File: src/rtl/serial_sub_pkg.sv
`default_nettype none
// serial_sub_pkg: FSM state encoding and counter sizing helper for serial_subtractor.
package serial_sub_pkg;

  typedef enum logic [1:0] {
    IDLE  = 2'd0,
    SHIFT = 2'd1,
    DONE  = 2'd2
  } state_t;

  // Bit count index width; never narrower than one bit.
  function automatic int cnt_width(input int size);
    int w;
    w = $clog2(size);
    return (w < 1) ? 1 : w;
  endfunction

endpackage
`default_nettype wire

File: src/rtl/full_subtractor.sv
`default_nettype none
// full_subtractor: one-bit combinational difference/borrow cell.
module full_subtractor (
  input  logic a,
  input  logic b,
  input  logic bin,
  output logic d,
  output logic bout
);

  assign d    = a ^ b ^ bin;
  assign bout = (~a & b) | (~a & bin) | (b & bin);

endmodule
`default_nettype wire

File: src/rtl/serial_subtractor.sv
`default_nettype none
// serial_subtractor: bit-serial D = A - B - Bin, LSB first, one full-subtractor cell
// with a registered borrow, valid/ready on both sides.
module serial_subtractor
  import serial_sub_pkg::*;
#(
  parameter int SIZE = 4
) (
  input  logic            clk,
  input  logic            rst,
  input  logic            in_valid,
  output logic            in_ready,
  input  logic [SIZE-1:0] A,
  input  logic [SIZE-1:0] B,
  input  logic            Bin,
  output logic            out_valid,
  input  logic            out_ready,
  output logic [SIZE-1:0] D,
  output logic            Bout,
  output logic            zero
);

  localparam int CNT_W = cnt_width(SIZE);
  localparam logic [CNT_W-1:0] LAST = CNT_W'(SIZE - 1);

  state_t          state;
  state_t          state_next;
  logic [SIZE-1:0] a_sr;
  logic [SIZE-1:0] b_sr;
  logic [SIZE-1:0] d_sr;
  logic            br;
  logic [CNT_W-1:0] cnt;
  logic            cell_d;
  logic            cell_bout;
  logic            accept;

  full_subtractor u_cell (
    .a    (a_sr[0]),
    .b    (b_sr[0]),
    .bin  (br),
    .d    (cell_d),
    .bout (cell_bout)
  );

  always_comb begin
    state_next = state;
    accept     = 1'b0;
    case (state)
      IDLE: begin
        if (in_valid) begin
          accept     = 1'b1;
          state_next = SHIFT;
        end
      end
      SHIFT: begin
        if (cnt == LAST) state_next = DONE;
      end
      DONE: begin
        if (out_ready) state_next = IDLE;
      end
      default: state_next = IDLE;
    endcase
  end

  always_ff @(posedge clk) begin
    if (rst) begin
      state <= IDLE;
      a_sr  <= '0;
      b_sr  <= '0;
      d_sr  <= '0;
      br    <= 1'b0;
      cnt   <= '0;
    end else begin
      state <= state_next;
      if (accept) begin
        a_sr <= A;
        b_sr <= B;
        br   <= Bin;
        cnt  <= '0;
      end else if (state == SHIFT) begin
        // Difference bits enter at the MSB so the LSB-first result lands aligned.
        d_sr <= {cell_d, d_sr[SIZE-1:1]};
        a_sr <= {1'b0, a_sr[SIZE-1:1]};
        b_sr <= {1'b0, b_sr[SIZE-1:1]};
        br   <= cell_bout;
        cnt  <= cnt + 1'b1;
      end
    end
  end

  assign in_ready  = (state == IDLE);
  assign out_valid = (state == DONE);
  assign D         = out_valid ? d_sr : '0;
  assign Bout      = out_valid & br;
  assign zero      = out_valid & (d_sr == '0);

endmodule
`default_nettype wire

File: config.mk
export PLATFORM = sky130hd
export DESIGN_NAME = serial_subtractor
export DESIGN_NICKNAME = d
export VERILOG_FILES = /design/src/rtl/serial_sub_pkg.sv /design/src/rtl/full_subtractor.sv /design/src/rtl/serial_subtractor.sv
export SDC_FILE = /design/constraint.sdc
export NUM_CORES = 1
export LEC_CHECK = 0
export ABC_AREA = 1
export BUFFER_PORTS_ARGS = -buffer_cell sky130_fd_sc_hd__buf_2
export CORE_ASPECT_RATIO = 0.9
export CORE_MARGIN = 1.5
export CORE_UTILIZATION = 35
export DETAILED_ROUTE_END_ITERATION = 8
export GPL_ROUTABILITY_DRIVEN = 0
export PLACE_DENSITY = 0.56
export SYNTH_ARGS = -nofsm -noshare
export SYNTH_HDL_FRONTEND = slang
export SYNTH_HIERARCHICAL = 1
export SYNTH_SLANG_ARGS = --single-unit
export TNS_END_PERCENT = 1
File: constraint.sdc
create_clock -name clk -period 1.2 [get_ports clk]
set_input_delay 0.18 -clock clk [delete_from_list [all_inputs] [get_ports clk]]
set_output_delay 0.18 -clock clk [all_outputs]
set_load 0.01 [all_outputs]
======== Word level (Yosys, flattened, before mapping) ========
Cells that the tools add are included.
Widths: inputs -> output; s select.
word-level totals
  flip-flop bits (word level) ............. 17
  bits of input ports ..................... 13
  output and inout port bits .............. 8
  word-level logic and storage cells ...... 43
operators by class
  add/subtract/negate cells ............... 1
  equal/unequal tests ..................... 6
  muxes and demuxes ....................... 13
  bitwise gates (word level) .............. 11
  reductions and logical operators ........ 6
operators by type and width
  operator             number
  $mux 4               5
  $mux 2               3
  $pmux 2 s3           1
  $and 1x1->1          5
  $eq 2x2->1 const B   2
  $logic_not 4->1      1
  $mux 1               4
  $ne 2x2->1 const B   2
  $reduce_and 3->1     1
  $add 2x1->2 const B  1
  $eq 2x1->1 const B   1
  $logic_not 2->1      1
  $ne 2x1->1 const B   1
  $not 1->1            2
  $or 1x1->1           2
  $reduce_and 2->1     1
  $reduce_bool 2->1    1
  $reduce_or 2->1      1
  $xor 1x1->1          2

======== Depth between registers and ports, before layout ========
  depth in word-level cells ............... 6
  depth in mapped cells ................... 6
  mapped depth without buffers ............ 6

======== Cells and area by module ========
Netlist, hierarchy kept.
by module, submodules not included
  module             times used  cells an instance  area an instance (um^2)  sequential area each (um^2)
  serial_subtractor  1           119                779.5                    340.3
  full_subtractor    1           3                  27.5                     0.0

======== Worst setup path before layout ========
No wires, ideal clock.
  kind .................................... register to output
  start ................................... register state[1]
  end ..................................... output port zero
  data arrival time ....................... 1.075 ns
  required time ........................... 1.020 ns
  setup slack ............................. -0.055 ns
  cell stages (with the launch flop) ...... 5
  path buffers ............................ 0
  cell sequence ........................... dfxtp_1 inv_1 nor2_1 nand3_1 nor3_1
on the way
  cells in the longest elaborated chain, start to end .. 2
ends and longest elaborated chain
  what                    line                     RTL
  from (decl)             serial_subtractor.sv:26  state_t state;
  from (signal assigned)  serial_subtractor.sv:74  state <= state_next;
  $eq 2x2->1              serial_subtractor.sv:92  assign out_valid = (state == DONE);
  via out_valid           serial_subtractor.sv:16  output logic out_valid,
  $and 1x1->1             serial_subtractor.sv:95  assign zero = out_valid & (d_sr == '0);
  to (decl)               serial_subtractor.sv:20  output logic zero
The timed path passes the listed nets, and every way through them passes these cells.

======== Worst setup path after layout ========
  start ................................... register state[0]
  end ..................................... output port zero
on the way
  cells in the longest elaborated chain, start to end .. 2
ends and longest elaborated chain
  what         line
  $eq 2x2->1   serial_subtractor.sv:92
  $and 1x1->1  serial_subtractor.sv:95
No other way between the ends.

==> results by group <==
Clocking
  – CTS tree: done
  – Clock Latency Late Sink: 0.28 ns
  – CTS H-tree depth: 1
  – Inserted Clock Buffers: 3
  – Clock sink count: 17
  – Buffer cell driving the clock tree root: clkbuf_4
  – CTS clock-pin slew for the worst setup and hold paths: 0.10 ns
  – Buffer levels on the longest clock path: 2

Logic synthesis
  – Async set-reset flop share out of synthesis: 0%
  – Predominant post-synthesis flop cell: dfxtp_1
  – Area contributors post-synth: dfxtp_1 42%, nand2_1 15%, nor2_1 10%
  – Share of Yosys cell area claimed by the top area cell type: 42.17%
  – Sequential fraction of the synthesis area: 42.17%
  – Top cell type by total area after synthesis: dfxtp_1
  – Flops & latches, synth: 17
  – Commonest cells in the synthesized netlist: 32 x nand2_1, 22 x nor2_1, 20 x inv_1, 17 x dfxtp_1
  – Post-synthesis net count: 137
  – Avg Synthesized Cell Area: 6.615 µm²
  – Synth cell types: 16
  – Number of warnings issued by yosys: 6
  – Post-synth EDFFs: 0
  – Most frequent cell after synthesis: nand2_1
  – Mapped Area: 807.0 µm²
  – Cells after Synth: 122

Setup path
  – CP max stage cell: dfxtp_4
  – Worst Setup Start Kind: flop
  – Type of the worst setup path: reg -> out
  – Slowest cell delay on critical path: 0.38 ns
  – Maximum fanout along the worst path: 5
  – Arrival time at the worst endpoint: 1.16 ns
  – Worst setup EP type: primary output
  – CP Data Required Time: 1.02 ns
  – Ordered cell list for the critical path: nor2_4 > nand3_2 > nor3_2 > buf_2

Detailed routing
  – Number of DRC markers in iteration 0: 9
  – Remaining DRCs: 0
  – Length of the first detailed-routing pass in iterations: 4
  – Post-route antenna net violation count: 0
  – Detailed-route wire length per cell: 9.762 µm
  – Routed wire length: 1767 µm
  – DR vias/cell: 4.470
  – Via count: 809

Global route
  – Global-route wire length before repair: 2925 µm
  – Antenna violations before repair: 0
  – Overall overflow remaining after global route: 0
  – Number of global-route vias before repair: 699
  – Total routing usage reported by global routing: 15.49%
  – Largest net degree at the start of global routing: 12

Finish
  – Combined flip-flop and latch cell area: 346.6 µm²
  – Share of final-layout standard cells stronger than drive strength 1: 30.52%
  – Area delta synth->final: 33.02%
  – Multi-input logic area: 402.9 µm²
  – Final design instance area without fill: 1074 µm²
  – Number of diodes: 0
  – Number of inserted filler cells in the final layout: 246
  – Number of nets in the layout: 170

Power
  – Total power of the final layout: 0.001122 W
  – Static Leakage: 0.5776 nW
  – Power density relative to cell area: 1045 nW/µm²
  – Worst VDD drop: 0.7089 mV

Die
  – Initial core utilization: 36.98%
  – Number of I/O pins: 21
  – Height of the chip: 48.56 µm
  – Die X-Extent: 53.62 µm
  – Total Die Area: 2603 µm²
  – Std-Cell Rows: 16
  – Floorplan Core Area: 2182 µm²

Place
  – Cell area after placement: 974.7 µm²
  – PortBufs: 20
  – Worst setup timing slack at the placement stage: -0.05986 ns
  – Placed wire-length estimate after detailed placement: 1274 µm

Timing
  – Slew of the pin with the lowest slew margin: 0.3888 ns
  – Max Freq: 747.1 MHz
  – Final hold slack: 0.1288 ns
  – Count of final setup violators: 8
  – Setup slack of the critical path after layout: -0.1385 ns
  – Clock skew after layout: 0.004992 ns
  – Final hold viol count: 0
  – Minimum period implied by the final worst setup slack: 1.339 ns
  – RSZ-0062 raised after global routing: yes
  – Final clock period utilization by the worst path: 111.5%
  – Relative slew margins: 74.08%
  – Number of pins exceeding their max-slew limit in the final report: 0

Outcome
  – Status: complete, but fails checks
  – Failing checks: negative setup slack

Run
  – Max Cap Violations: 0

Min path
  – Path type of the worst min-delay path: in -> reg
-- layer usage --
metal	part of all wire (%)	GRT usage [%]	up-vias	wire length, µm
met5	0	0	-	0
met4	0.68	2.564	0	12
met3	4.5	6.481	2	80
met2	49	24.90	15	869
met1	46	19.42	359	804
li1	-	-	433	-
-- worst max-delay path: cells and delay by family, from the launching register on --
family	cells	cell delay, ns
flops	1	0.38
simple gates	3	0.35
buf+inv	1	0.14
-- logic make-up after synthesis --
logic type	synth area share [%]
AND/OR/NAND/NOR	32.25
buffers and inverters	11.01
flip-flops	42.17
AO/OA/AOI/OAI	9.458
adder cells (fa/ha/maj)	4.031
XOR/XNOR	1.085
-- final timing paths --
kind,cells after the start,slack (ns),to,from
setup reg to reg,5,0.02,d_sr[3]$_SDFFE_PP0P_,a_sr[0]$_SDFFE_PP0P_
setup / recovery,4,-0.14,zero,state[0]$_SDFFE_PP0P_
hold reg to reg,2,0.47,b_sr[3]$_SDFFE_PP0P_,b_sr[3]$_SDFFE_PP0P_
hold / removal,4,0.13,state[1]$_SDFFE_PP0P_,out_ready
-- registers in the layout, indices dropped and copies added, names as in the netlist --
signal	count
state	2
br	1
a_sr	4
cnt	2
d_sr	4
b_sr	4
-- what timing repair did --
action / CTS / global route
buffers inserted: 4 / 1
gates resized for setup: 13 / 2
pin swaps: 4 / 2
hold buffers: 0 / 0
setup endpoints to repair: 9 / 14
-- final cells by class --
type | instances | share of cell area [%]
Sequential cell | 17 | 32.28
Tap cell | 27 | 3.147
Timing Repair Buffer | 31 | 17.60
Clock buffer | 4 | 2.448
Multi-Input combinational cell | 82 | 37.53
Inverter | 20 | 6.993
-- where the power goes --
part	total (W)	internal [W]	switching, W	leakage [nW]
Combinational	0.000191	0.0000817	0.000109	0.422
Clock	0.000302	0.000129	0.000173	0.0150
Sequential	0.000629	0.000602	0.0000277	0.141
Total	0.00112	0.000812	0.000309	0.578
-- cells in the final DEF, fill, tap and decap left out, types with 2 or more instances in the layout --
| master | netlist | routed |
|---|---|---|
| nor2_4 | 0 | 2 |
| nor2_2 | 2 | 2 |
| a21oi_1 | 8 | 8 |
| nand3_1 | 8 | 7 |
| clkbuf_4 | 0 | 3 |
| dfxtp_1 | 17 | 14 |
| nor2_1 | 22 | 20 |
| inv_2 | 0 | 3 |
| buf_4 | 0 | 11 |
| nand2_1 | 32 | 32 |
| buf_2 | 2 | 19 |
| inv_1 | 20 | 17 |
| dfxtp_2 | 0 | 2 |
| o21ai_0 | 4 | 3 |
-- stage by stage --
| stage | setup TNS [ns] | utilization, % | cells |
|---|---|---|---|
| after global placement | -0.04321 | 44.67 | 172 |
| after floorplan | -0.005262 | - | 122 |
| after global routing | -1.766 | 49.20 | 181 |
| final | -0.9044 | 49.20 | 181 |
| after detailed placement | -0.05986 | 44.67 | 172 |
| after CTS | -1.074 | 48.74 | 180 |
Power figures use the tool's default switching activity.
